`src/rtl/cpu_clk_pkg.sv`:
```
// Shared state encoding and default divisors for the CPU clock sequencer.
package cpu_clk_pkg;

  localparam int unsigned STATE_WIDTH       = 2;
  localparam int unsigned SLOW_DIV_DEFAULT  = 50_000_000;
  localparam int unsigned FAST_DIV_DEFAULT  = 100_000;
  localparam int unsigned DIV_WIDTH_DEFAULT = 27;

  typedef enum logic [STATE_WIDTH-1:0] {
    ST_IDLE   = 2'd0,
    ST_RUN    = 2'd1,
    ST_BURST  = 2'd2,
    ST_HALTED = 2'd3
  } state_t;

  // States in which the rate divider is counting.
  function automatic logic is_active(input state_t s);
    return (s == ST_RUN) || (s == ST_BURST);
  endfunction

endpackage

```
`src/rtl/rate_tick_gen.sv`:
```
// Divider producing a tick every curDiv cycles; curDiv picked by speed_sel.
module rate_tick_gen
  import cpu_clk_pkg::*;
#(
  parameter int unsigned SLOW_DIV  = SLOW_DIV_DEFAULT,
  parameter int unsigned FAST_DIV  = FAST_DIV_DEFAULT,
  parameter int unsigned DIV_WIDTH = DIV_WIDTH_DEFAULT
) (
  input  logic clk,
  input  logic rst,
  input  logic clear,
  input  logic speed_sel,
  output logic tick_c
);

  localparam logic [DIV_WIDTH-1:0] SLOW_LAST = DIV_WIDTH'(SLOW_DIV - 1);
  localparam logic [DIV_WIDTH-1:0] FAST_LAST = DIV_WIDTH'(FAST_DIV - 1);

  logic [DIV_WIDTH-1:0] div_q;
  logic [DIV_WIDTH-1:0] last_c;

  // >= compare lets a mid-run switch to a smaller divisor tick right away.
  assign last_c = speed_sel ? FAST_LAST : SLOW_LAST;
  assign tick_c = (div_q >= last_c);

  // Divider counter: clears on request or on tick, otherwise increments.
  always_ff @(posedge clk or posedge rst) begin
    if (rst) begin
      div_q <= '0;
    end else if (clear || tick_c) begin
      div_q <= '0;
    end else begin
      div_q <= div_q + DIV_WIDTH'(1);
    end
  end

endmodule

```
`src/rtl/cpu_clk_sequencer.sv`:
```
// CPU clock-enable sequencer: single step, free run and fixed-length bursts.
module cpu_clk_sequencer
  import cpu_clk_pkg::*;
#(
  parameter int unsigned SLOW_DIV    = SLOW_DIV_DEFAULT,
  parameter int unsigned FAST_DIV    = FAST_DIV_DEFAULT,
  parameter int unsigned DIV_WIDTH   = DIV_WIDTH_DEFAULT,
  parameter int unsigned BURST_WIDTH = 8,
  parameter int unsigned CNT_WIDTH   = 16
) (
  input  logic                   BasysCLK,
  input  logic                   Reset,
  input  logic                   StepPulse,
  input  logic                   RunToggle,
  input  logic                   BurstStart,
  input  logic [BURST_WIDTH-1:0] BurstLen,
  input  logic                   SpeedSel,
  input  logic                   Halt,
  output logic                   CPUCLK,
  output logic                   Running,
  output logic [STATE_WIDTH-1:0] State,
  output logic [CNT_WIDTH-1:0]   CycleCount
);

  state_t                 state_q;
  state_t                 state_d;
  logic [BURST_WIDTH-1:0] remaining_q;
  logic                   tick_c;
  logic                   div_clear_c;
  logic                   pulse_c;
  logic                   load_burst_c;
  logic                   dec_burst_c;
  logic                   burst_valid_c;
  logic                   last_burst_c;

  assign burst_valid_c = (BurstLen != '0);
  assign last_burst_c  = (remaining_q == BURST_WIDTH'(1));

  rate_tick_gen #(
    .SLOW_DIV  (SLOW_DIV),
    .FAST_DIV  (FAST_DIV),
    .DIV_WIDTH (DIV_WIDTH)
  ) u_rate_tick_gen (
    .clk       (BasysCLK),
    .rst       (Reset),
    .clear     (div_clear_c),
    .speed_sel (SpeedSel),
    .tick_c    (tick_c)
  );

  // State register.
  always_ff @(posedge BasysCLK or posedge Reset) begin
    if (Reset) begin
      state_q <= ST_IDLE;
    end else begin
      state_q <= state_d;
    end
  end

  // Next-state logic; RunToggle always wins, then Halt, then tick.
  always_comb begin
    state_d = state_q;
    unique case (state_q)
      ST_IDLE: begin
        if (RunToggle) begin
          state_d = ST_RUN;
        end else if (BurstStart && burst_valid_c) begin
          state_d = ST_BURST;
        end
      end
      ST_RUN: begin
        if (RunToggle) begin
          state_d = ST_IDLE;
        end else if (Halt) begin
          state_d = ST_HALTED;
        end
      end
      ST_BURST: begin
        if (RunToggle) begin
          state_d = ST_IDLE;
        end else if (Halt) begin
          state_d = ST_HALTED;
        end else if (tick_c && last_burst_c) begin
          state_d = ST_IDLE;
        end
      end
      ST_HALTED: begin
        if (RunToggle) begin
          state_d = ST_IDLE;
        end
      end
      default: state_d = ST_IDLE;
    endcase
  end

  // Output decode: pulse request, burst load/decrement, divider clear.
  always_comb begin
    pulse_c      = 1'b0;
    load_burst_c = 1'b0;
    dec_burst_c  = 1'b0;
    unique case (state_q)
      ST_IDLE: begin
        if (!RunToggle) begin
          if (BurstStart) begin
            load_burst_c = burst_valid_c;
          end else if (StepPulse) begin
            pulse_c = 1'b1;
          end
        end
      end
      ST_RUN: begin
        pulse_c = tick_c && !RunToggle && !Halt;
      end
      ST_BURST: begin
        pulse_c     = tick_c && !RunToggle && !Halt;
        dec_burst_c = tick_c && !RunToggle && !Halt;
      end
      default: ;
    endcase
    // Divider restarts on every state entry and idles outside RUN/BURST.
    div_clear_c = !is_active(state_q) || (state_d != state_q);
  end

  // Burst remaining-count; discarded whenever BURST is left.
  always_ff @(posedge BasysCLK or posedge Reset) begin
    if (Reset) begin
      remaining_q <= '0;
    end else if (load_burst_c) begin
      remaining_q <= BurstLen;
    end else if (state_d != ST_BURST) begin
      remaining_q <= '0;
    end else if (dec_burst_c) begin
      remaining_q <= remaining_q - BURST_WIDTH'(1);
    end
  end

  // Registered outputs; Running is aligned with the state register.
  always_ff @(posedge BasysCLK or posedge Reset) begin
    if (Reset) begin
      CPUCLK     <= 1'b0;
      Running    <= 1'b0;
      CycleCount <= '0;
    end else begin
      CPUCLK     <= pulse_c;
      Running    <= is_active(state_d);
      CycleCount <= CycleCount + CNT_WIDTH'(pulse_c);
    end
  end

  assign State = state_q;

endmodule

```
`config.mk`:
```
export PLATFORM = sky130hd
export DESIGN_NAME = cpu_clk_sequencer
export DESIGN_NICKNAME = d
export VERILOG_FILES = /design/src/rtl/cpu_clk_pkg.sv /design/src/rtl/rate_tick_gen.sv /design/src/rtl/cpu_clk_sequencer.sv
export SDC_FILE = /design/constraint.sdc
export NUM_CORES = 1
export LEC_CHECK = 0
export BUFFER_PORTS_ARGS = -buffer_cell sky130_fd_sc_hd__buf_2
export CAP_MARGIN = 15
export CORE_UTILIZATION = 55
export DETAILED_ROUTE_END_ITERATION = 8
export GPL_ROUTABILITY_DRIVEN = 1
export GPL_TIMING_DRIVEN = 0
export HOLD_SLACK_MARGIN = 0.08
export MAX_ROUTING_LAYER = met4
export PLACE_DENSITY = 0.75
export SETUP_SLACK_MARGIN = 0.4
export SLEW_MARGIN = 20
export SYNTH_ARGS = -nofsm -noshare
export SYNTH_HDL_FRONTEND = slang
export SYNTH_HIERARCHICAL = 1
export SYNTH_SLANG_ARGS = --single-unit
```
`constraint.sdc`:
```
create_clock -name BasysCLK -period 5.1 [get_ports BasysCLK]
set_input_delay 0 -clock BasysCLK [delete_from_list [all_inputs] [get_ports BasysCLK]]
set_output_delay 0 -clock BasysCLK [all_outputs]
set_load 0.05 [all_outputs]
```
==> metrics, run 1 <==
most common cell in the netlist=dfrtp_1; vias per inst=6.08; largest net degree at the start of global routing=29; Inst Count DP=450; DRC viols=0; Critical Path AT=4.40 ns; Synth top area share=0.412; Main synth FF type=dfrtp_1; area occupied by multi-input gates=1870 sq um; I/O pins=35; FMAX=237 MHz; sequential area share after synthesis=0.412; Vias=2869; Setup violations, final=0; crit path max fanout=10; cell chain of the critical path=ha_1, nor4bb_4, and4_1, o31a_1, or3_1, nor4bb_1, nand3b_1, a211o_1, xnor2_1, nand3_1, nor3_1, nand4_1, buf_4, clkbuf_1, a2111oi_1; Initial Utilization=0.568; Netlist cell types=44; Synthesized Nets=between 300 and 400; Worst Path Buf+Inv=2; Root Driver=clkbuf_8; slowest stage delay, CP=between 0.4 and 0.5 ns; Tot GR Track Use=0.259; Pint=714 uW; vias in the first global route=~2800; Max VDD drop=0.228 mV; Flop pwr share=0.425; leading post-synthesis cells by cell area=dfrtp_1 (41%), ha_1 (9.7%), xnor2_1 (5.0%); Pleak=0.00172 uW; pwr/cell area=311 nW/um^2; hpwl dp=about 5300 um; Top Family by Delay on Critical Path=simple AND/OR/NAND/NOR gates; Mean Syn Cell Area=9.77 sq um; status=complete, no violations; RSZ-0062 raised after global routing=no; crit start category=flop; Comb power frac=0.358; Syn Inst Count=342; relative max-transition margin=0.554; WP data required=approximately 5.3 ns; number of diodes=0; drt pass-1 iters=4; Post-synth EDFFs=0; Fill cells=488; CP Class=reg2reg; YS warnings=6; skew final=approximately 0.015 ns; gpl congestion=0.874; Clock power frac=0.217; Nets=437; WL final=about 7500 um; Die Span X=80.0 um; total global routing overflow=0; FP Rows=28; Post-Syn Area=3340 sq um; CP endpoint kind=flop; # Max-Cap Violations=0; Num CTS Buffers=5; area leader, netlist=dfrtp_1; initial antenna violation count=0; Post-synth ARST share=1.00; slowest CP cell=dfrtp_1; Clk pin slew, worst setup/hold paths=0.11 ns; FF+latch count, synth=55; initial drt markers=217; Layout Area Growth over Synthesis=15.4%; first-pass GRT wire length=12600 um; worst slew pin tran=0.662 ns; Final ANT Viol Nets=0; Total Power=1200 uW; Setup TNS Final=0 ns; Core Region=5890 sq um; max-slew violation count=0; WL/cell=15.9 um; Reg area=1380 sq um; clock latency on the worst-skew pair=between 0.3 and 0.4 ns; CTS tree=built; Psw=485 uW; H-tree levels=2; Final Hold Fails=0; most frequent cells after synthesis=dfrtp_1 (55), ha_1 (26), nand2_1 (26); port bufs=33; Min Hold Slack=0.265 ns; Hold Crit Class=in2reg; Die Y=80.0 um; clock sinks=55; Clock Path Buffers=2; die area=6390 sq um; Finished Layout Cells=472; layout cells sized above 1=0.141; min Tclk post-route=4.21 ns; Switching Fraction=0.405; fin crit share=0.826
[cells by family (layout without fill, tap and decap cells)]
kind of cell             after synthesis  in the layout  synth area share
AO/OA/AOI/OAI                         62             62             0.124
buffers and inverters                 29             84            0.0371
XOR/XNOR                              34             34            0.0891
AND/OR/NAND/NOR                      136            136             0.241
flip-flops                            55             55             0.412
adder cells (fa/ha/maj)               26             26            0.0973
[final cells by class]
class / count / share of cell area
Tap cell: 75 / 0.0243
Inverter: 13 / 0.0127
Timing Repair Buffer: 47 / 0.0772
Buffer: 16 / 0.0195
Sequential cell: 55 / 0.357
Clock inverter: 3 / 0.00714
Clock buffer: 5 / 0.0178
Multi-Input combinational cell: 258 / 0.484
[repair_timing]
item | in CTS | in global routing
gates cloned | 0 | 0
hold endpoints to repair | 64 | 0
setup buffers | 0 | 3
setup endpoints to repair | 11 | 27
hold buffers | 11 | 0
pin swaps | 0 | 1
gates resized for setup | 1 | 3
[registers in the layout, summed over array words and instances, names as in the netlist]
signal / flops
State: 2
remaining_q: 8
CPUCLK: 1
CycleCount: 16
Running: 1
u_rate_tick_gen/div_q: 27
[layout by cell type, fill, tap and decap left out, drive strengths merged, types with 7 or more instances in the layout]
cell type	netlist	final
or3	8	8
and3	8	8
nor4	18	18
nand3	19	19
xor2	15	15
o31ai	8	8
and4	7	7
o21ai	20	20
nand4	11	11
nor2	8	8
nand2	27	27
inv	13	14
dlygate4sd3	0	11
a21oi	9	9
buf	5	41
a2111oi	10	10
or4	9	9
dfrtp	55	55
xnor2	19	19
clkbuf	11	16
ha	26	26
[power groups by stage]
stage / clock (uW) / combinational [uW] / sequential (uW)
after global routing: 280 / 476 / 516
after detailed placement: 0 / 393 / 519
after CTS: 266 / 400 / 510
after global placement: 0 / 381 / 517
after floorplan: 0 / 202 / 598
final: 260 / 429 / 510
[worst reg2reg max path, stage by stage, from the launching register on]
cell and delay (ns):
dfrtp_1 0.45, ha_1 0.30, nor4bb_4 0.38, and4_1 0.29, o31a_1 0.28, or3_1 0.23
nor4bb_1 0.34, nand3b_1 0.15, a211o_1 0.38, xnor2_1 0.14, nand3_1 0.12, nor3_1 0.16
nand4_1 0.11, buf_4 0.18, clkbuf_1 0.24, a2111oi_1 0.36
[path summary, 6_finish.rpt]
path | endpoint | depth (start not counted) | start | slack [ns]
worst max-delay path | u_rate_tick_gen/div_q[22] | 15 | u_rate_tick_gen/div_q[23] | 0.89
worst min-delay path | State[0] | 5 | BurstStart | 0.27
worst max register to register | u_rate_tick_gen/div_q[22] | 15 | u_rate_tick_gen/div_q[23] | 0.89
worst min register to register | CycleCount[15] | 1 | CycleCount[15] | 0.48
max in group asynchronous | remaining_q[7] | 3 | Reset | 4.39
min in group asynchronous | CycleCount[9] | 3 | Reset | 0.31
[per-stage QoR]
step,setup slack (ns),utilization,area [sq um]
global route,0.434,0.655,3860
global placement,0.368,0.612,3600
detailed placement,0.278,0.612,3600
finish,0.889,0.655,3860
CTS,0.468,0.648,3810
floorplan,1.42,-,3340
[metal layers]
metal,track usage,share of wire,vias to the layer above
met3,0.0469,0.056,9
met5,-,0,-
met2,0.435,0.49,94
li1,-,-,1397
met4,0.0643,0.0080,0
met1,0.324,0.44,1369
No activity file was read; power rests on OpenSTA's default activity.
==> run 2: changes to the inputs <==
--- a/config.mk
+++ b/config.mk
@@ -5,15 +5,16 @@
 export SDC_FILE = /design/constraint.sdc
 export NUM_CORES = 1
 export LEC_CHECK = 0
+export ABC_AREA = 1
 export BUFFER_PORTS_ARGS = -buffer_cell sky130_fd_sc_hd__buf_2
 export CAP_MARGIN = 15
-export CORE_UTILIZATION = 55
+export CORE_UTILIZATION = 54
 export DETAILED_ROUTE_END_ITERATION = 8
 export GPL_ROUTABILITY_DRIVEN = 1
 export GPL_TIMING_DRIVEN = 0
 export HOLD_SLACK_MARGIN = 0.08
 export MAX_ROUTING_LAYER = met4
-export PLACE_DENSITY = 0.75
+export PLACE_DENSITY = 0.77
 export SETUP_SLACK_MARGIN = 0.4
 export SLEW_MARGIN = 20
 export SYNTH_ARGS = -nofsm -noshare
==> constraint.sdc (replaced) <==
create_clock -name BasysCLK -period 3.5 [get_ports BasysCLK]
set_input_delay 0 -clock BasysCLK [delete_from_list [all_inputs] [get_ports BasysCLK]]
set_output_delay 0 -clock BasysCLK [all_outputs]
set_load 0.05 [all_outputs]
==> run 2 against run 1 <==
Combinational power is 110% higher. Hold slack got worse by 0.17 ns. Area after synthesis up 8.2%. Sequential share of layout area decreased by 4.0 points. Final cell count up 35%. Clock power increased by 48%. Critical path type unchanged. Critical endpoint is now CycleCount[10]. Largest cell class unchanged.
==> metrics, run 2 <==
initial antenna violation count=0; pwr/cell area=472 nW/um^2; Comb power frac=0.429; Fill cells=535; Pint=1140 uW; I/O pins=35; RSZ-0062 raised after global routing=yes; FP Rows=29; Switching Fraction=0.446; Post-Synth Adder-Cell Area=0.0899; multiplexer area fraction after synthesis=0; relative max-transition margin=0.591; Synthesized Nets=527; fin crit share=0.860; CP Class=reg2reg; Final Hold Fails=0; leading post-synthesis cells by cell area=dfrtp_1 (38%), nand2_1 (14%), ha_1 (9.0%); vias in the first global route=3251; initial drt markers=167; Clock power frac=0.187; crit start category=flop; Syn Inst Count=about 490; DRC viols=0; status=complete, no violations; Mean Syn Cell Area=7.44 sq um; Psw=916 uW; gpl congestion=just over 0.9; main combinational cell family by area after synthesis=simple AND/OR/NAND/NOR gates; simple-gate share of the synthesized area=0.326; Core Util, Final=0.677; crit path max fanout=3; hold_sp=StepPulse; Vias=roughly 3300; Root Driver=clkbuf_8; Critical Path AT=3.27 ns; sequential area share after synthesis=0.380; Inst Count DP=just under 600; max-slew violation count=0; slowest stage delay, CP=around 0.42 ns; port bufs=34; total global routing overflow=0; Crit Reg-Reg Startpoint=u_rate_tick_gen/div_q[17]; Pleak=around 0.0022 uW; Setup TNS Final=0 ns; Post-Synth XOR/XNOR Area=0.0847; WL/cell=13.0 um; most frequent cells after synthesis=nand2_1 (136), nor2_1 (83), inv_1 (65); Post-synth ARST share=1.00; min Tclk post-route=3.01 ns; Main synth FF type=dfrtp_1; Nets=599; Final ANT Viol Nets=0; Clk pin slew, worst setup/hold paths=between 0.1 and 0.15 ns; clock sinks=55; CP endpoint kind=flop; Core Region=6420 sq um; Top Family by Delay on Critical Path=simple AND/OR/NAND/NOR gates; # Max-Cap Violations=0; vias per inst=5.13; FMAX=332 MHz; Post-Syn Area=3620 sq um; hpwl dp=5940 um; Finished Layout Cells=636; Worst Path Buf+Inv=1; most common cell in the netlist=nand2_1; Reg area=1380 sq um; die area=around 7000 sq um; area occupied by multi-input gates=2070 sq um; Synth top area share=0.380; FF+latch count, synth=between 50 and 60; Netlist cell types=27; WP data required=between 3 and 4 ns; commonest cells after routing, fill and taps aside=nand2_1 (134), nor2_1 (81), inv_1 (63), dfrtp_1 (53), buf_2 (34); YS warnings=6; slowest CP cell=dfrtp_1; area leader, netlist=dfrtp_1; Hold Crit Class=in2reg; max FFs per register=27; drt pass-1 iters=4; Worst Setup SP=u_rate_tick_gen/div_q[17]; Post-synth EDFFs=0; most common cell after layout, fill and taps aside=nand2_1; Tot GR Track Use=0.255; clock latency on the worst-skew pair=0.32 ns; Flop pwr share=0.384; Max VDD drop=roughly 0.46 mV; worst slew pin tran=around 0.61 ns; number of diodes=0; Die Y=around 84 um; CTS tree=built; Die Span X=83.8 um; Setup violations, final=0; H-tree levels=2; largest net degree at the start of global routing=29; Initial Utilization=0.563; complex-gate fraction of the synthesized area=0.0425; WL final=8290 um; layout cells sized above 1=0.181; first-pass GRT wire length=14100 um; Top Registers=u_rate_tick_gen/div_q: 27 flops, CycleCount: 16 flops, remaining_q: 8 flops; cell chain of the critical path=ha_4, nand2_4, nor3_4, nand2_1, nor2_2, nand2_1, nand3_2, nand4_1, a21oi_2, ha_2, ha_4, nand3_4, nor3b_4, nand2_2, nor3_4, buf_4, xor2_1; Reg with most FFs=u_rate_tick_gen/div_q; Num CTS Buffers=5; Clock Path Buffers=2; Layout Area Growth over Synthesis=20.2%; skew final=0.00910 ns
[run 2: changes by cell type after synthesis, sizes merged, moves of 8 or more]
cell and change:
nand2 +111, nor2 +78, inv +53, nor4 -18
clkbuf -11, xor2 +11, a2111oi -10, xnor2 -10
or4 -9, and3 -8, or3 -8
[run 2: layout make-up]
class	instances	share of cell area
tap	77	0.0222
sequential	55	0.317
clock inverter	3	0.00633
multi-input combinational	362	0.477
inverter	66	0.0570
clock buffer	5	0.0158
timing repair buffer	65	0.0978
buffer	3	0.00691
[run 2: metrics by stage]
stage	power, uW	hold WS [ns]	setup slack [ns]	cell area (sq um)
after floorplan	1430	0.0527	0.667	3620
after global placement	1600	0.308	0.150	3880
after detailed placement	1630	0.317	0.0355	3880
after global routing	2180	0.0940	0.328	4350
final	2050	0.0992	0.490	4350
after CTS	2030	0.103	0.409	4210
[run 2: layer usage]
metal  share of wire  global-route usage  vias up
met5               0                   -        -
met2            0.48               0.434       62
met1            0.46               0.315     1529
met3           0.033              0.0346       18
met4           0.020              0.0815        0
li1                -                   -     1656
[run 2: cells by family (layout without fill, tap and decap cells)]
family / count (synthesis) / in the layout
simple gates: 272 / 272
xor+xnor: 35 / 35
flops: 55 / 55
fa+ha+maj: 26 / 26
compound gates: 29 / 29
buf+inv: 69 / 142
[run 2: what timing repair did]
| item | in CTS | in global routing |
|---|---|---|
| endpoints found under the setup margin | 5 | 14 |
| setup buffers | 14 | 8 |
| gates resized for setup | 11 | 12 |
| pin swaps | 5 | 16 |
| hold buffers | 9 | 0 |
| hold endpoints to repair | 63 | 0 |
[run 2: final timing paths]
check / end / slack [ns] / cells after the start
max: CycleCount[10] / 0.49 / 17
min in group asynchronous: remaining_q[5] / 0.30 / 3
min: CPUCLK / 0.1 / 4
min reg2reg: CycleCount[15] / 0.48 / 1
max in group asynchronous: u_rate_tick_gen/div_q[20] / 2.75 / 3
max reg2reg: CycleCount[10] / 0.49 / 17
[run 2: power by group through the flow]
stage	Combinational, uW	Clock [uW]	Sequential (uW)
after floorplan	501	0	929
after global placement	819	0	782
after detailed placement	846	0	786
after CTS	862	390	776
after global routing	975	414	795
final	881	385	787
[run 2: worst min-delay path, cell delays in order]
cell	delay, ns
buf_2	0.10
nand3_1	0.08
a21oi_2	0.08
buf_4	0.13
==> run 3: changes to the inputs <==
--- a/config.mk
+++ b/config.mk
@@ -5,16 +5,15 @@
 export SDC_FILE = /design/constraint.sdc
 export NUM_CORES = 1
 export LEC_CHECK = 0
-export ABC_AREA = 1
 export BUFFER_PORTS_ARGS = -buffer_cell sky130_fd_sc_hd__buf_2
 export CAP_MARGIN = 15
-export CORE_UTILIZATION = 54
+export CORE_UTILIZATION = 55
 export DETAILED_ROUTE_END_ITERATION = 8
 export GPL_ROUTABILITY_DRIVEN = 1
 export GPL_TIMING_DRIVEN = 0
 export HOLD_SLACK_MARGIN = 0.08
 export MAX_ROUTING_LAYER = met4
-export PLACE_DENSITY = 0.77
+export PLACE_DENSITY = 0.75
 export SETUP_SLACK_MARGIN = 0.4
 export SLEW_MARGIN = 20
 export SYNTH_ARGS = -nofsm -noshare
==> constraint.sdc (replaced) <==
create_clock -name BasysCLK -period 2.9 [get_ports BasysCLK]
set_input_delay 0 -clock BasysCLK [delete_from_list [all_inputs] [get_ports BasysCLK]]
set_output_delay 0 -clock BasysCLK [all_outputs]
set_load 0.05 [all_outputs]
==> run 3 against run 2 <==
The run now ends with negative setup slack left. Flip-flop and latch count unchanged. Register-to-register slack got worse by 1.2 ns. Critical path depth is 2 lower. Utilization increased by 13 points. Sequential power up 18%. Die area down 9.1%. First-iteration DRC count shrank 4.8%. Largest power group unchanged. Cell area increased by 9.3%. Via count down 5.0%. Clock skew about the same.
==> metrics, run 3 (same netlist as run 1, synthesis figures left out) <==
Die Y=between 70 and 80 um; max FFs per register=27; clock sinks=55; port bufs=33; failing checks=negative setup slack; Post-DP Area=3740 sq um; first-pass GRT wire length=14000 um; # Max-Cap Violations=0; Nets=463; CTS tree=built; crit start category=flop; commonest cells after routing, fill and taps aside=dfrtp_1 (52), buf_2 (36), nand2_1 (22), ha_1 (21), buf_4 (20); FP Rows=28; FMAX=281 MHz; initial antenna violation count=0; Setup violations, final=50; Vias=just over 3000; Top Registers=u_rate_tick_gen/div_q: 27 flops, CycleCount: 16 flops, remaining_q: 8 flops; relative max-transition margin=0.278; Worst R2R Path Depth=15; Initial Utilization=0.568; Reg with most FFs=u_rate_tick_gen/div_q; min Tclk post-route=3.56 ns; Setup TNS Final=-22.10 ns; met2 wire len=5110 um; Max VDD drop=just under 0.6 mV; max-slew violation count=0; Clock Path Buffers=2; Core Region=5890 sq um; WL final=9820 um; die area=6390 sq um; largest net degree at the start of global routing=29; Die Span X=80.0 um; vias per inst=6.23; Hold Crit Class=in2reg; fin crit share=1.23; Pleak=about 0.0020 uW; clock latency on the worst-skew pair=0.32 ns; I/O pins=35; crit path max fanout=7; vias in the first global route=approximately 3000; number of diodes=0; hpwl dp=5550 um; final worst slack=-0.662 ns; WL/cell=19.7 um; H-tree levels=2; gpl congestion=0.863; CP endpoint kind=flop; initial drt markers=159; CP Class=reg2reg; Final Hold Fails=0; DRC viols=0; Root Driver=clkbuf_8; layout cells sized above 1=0.350; worst slew pin tran=1.08 ns; Critical Path AT=3.78 ns; Design Area, Final=about 4800 sq um; Clk pin slew, worst setup/hold paths=0.11 ns; skew final=~0.0090 ns; Max Used Layer=met4; drt pass-1 iters=4; worst hold stages=4; met3 routed WL=317 um; most common cell after layout, fill and taps aside=dfrtp_1; pwr/cell area=531 nW/um^2; Layout Area Growth over Synthesis=42.2%; total global routing overflow=0; Tot GR Track Use=0.296; Final ANT Viol Nets=0; status=complete, but fails checks; M1 WL=4030 um; Num CTS Buffers=5; WP data required=3.12 ns; R2R Setup Slk=-0.66 ns; RSZ-0062 raised after global routing=yes
run 3: cell count changes in the layout (fill, tap and decap cells not counted), moves of 7 or more:
cell | previous run | this run
nand2_1 | 134 | 22
nor2_1 | 81 | 8
inv_1 | 63 | 11
xor2_1 | 26 | 14
a2111oi_4 | 0 | 9
buf_6 | 2 | 11
clkbuf_1 | 0 | 8
or4_1 | 0 | 8
and4_1 | 0 | 7
nor4_2 | 0 | 7
nor4_4 | 0 | 7
o31ai_1 | 1 | 8
or3_1 | 0 | 7
run 3: worst max-delay path, stage by stage, from the launching register on:
cell and delay (ns):
dfrtp_1 0.42, ha_1 0.30, nor4bb_4 0.37, and4_1 0.27, o31a_1 0.22, or3_4 0.16, nor4bb_4 0.21, nand3b_1 0.13
a211o_1 0.33, xnor2_1 0.16, nand3_1 0.11, nor3_2 0.12, nand4_1 0.12, buf_6 0.17, clkbuf_16 0.16, nor4_2 0.21
run 3: per-stage QoR:
step                      power [uW]  setup slack, ns  cells  hold WS [ns]  utilization
after floorplan                 1460           -0.366    342        0.0527            -
after global placement          1630            -1.17    450         0.232        0.635
after detailed placement        1650            -1.20    450         0.231        0.635
after CTS                       2330           -0.598    482         0.101        0.736
after global routing            2640           -0.770    498         0.141        0.807
final                           2520           -0.662    498         0.142        0.807
run 3: cell type report:
cell class / instances / area, sq um
Timing Repair Buffer: 73 / 527
Multi-Input combinational cell: 258 / 2480
Clock buffer: 5 / 68.8
Inverter: 13 / 48.8
Clock inverter: 3 / 27.5
Tap cell: 75 / 93.8
Buffer: 16 / 123
Sequential cell: 55 / 1380
Fill cell: 332 / 1130
run 3: what timing repair did:
action	4_1_cts	5_1_grt
buffers inserted	13	15
pin swaps	17	33
hold endpoints to repair	64	0
hold buffers	11	0
gates resized for setup	51	49
cloned	0	1
setup endpoints to repair	55	54
run 3: report_power, final:
group	switching, uW	leakage [uW]	internal [uW]	total (uW)
clock network	287	0.0000467	180	467
registers	97.8	0.000751	831	929
logic	701	0.00119	426	1130
run 3: worst paths after layout:
check	start	end
min in group asynchronous	Reset	CycleCount[7]
max in group asynchronous	Reset	u_rate_tick_gen/div_q[7]
setup / recovery	u_rate_tick_gen/div_q[25]	u_rate_tick_gen/div_q[5]
hold reg to reg	CycleCount[15]	CycleCount[15]
hold / removal	Halt	CPUCLK
setup reg to reg	u_rate_tick_gen/div_q[25]	u_rate_tick_gen/div_q[5]
run 3: metal layers:
metal	global-route usage	up-vias
met5	-	-
met4	0.111	0
met3	0.0514	30
met2	0.513	91
met1	0.342	1529
li1	-	1453
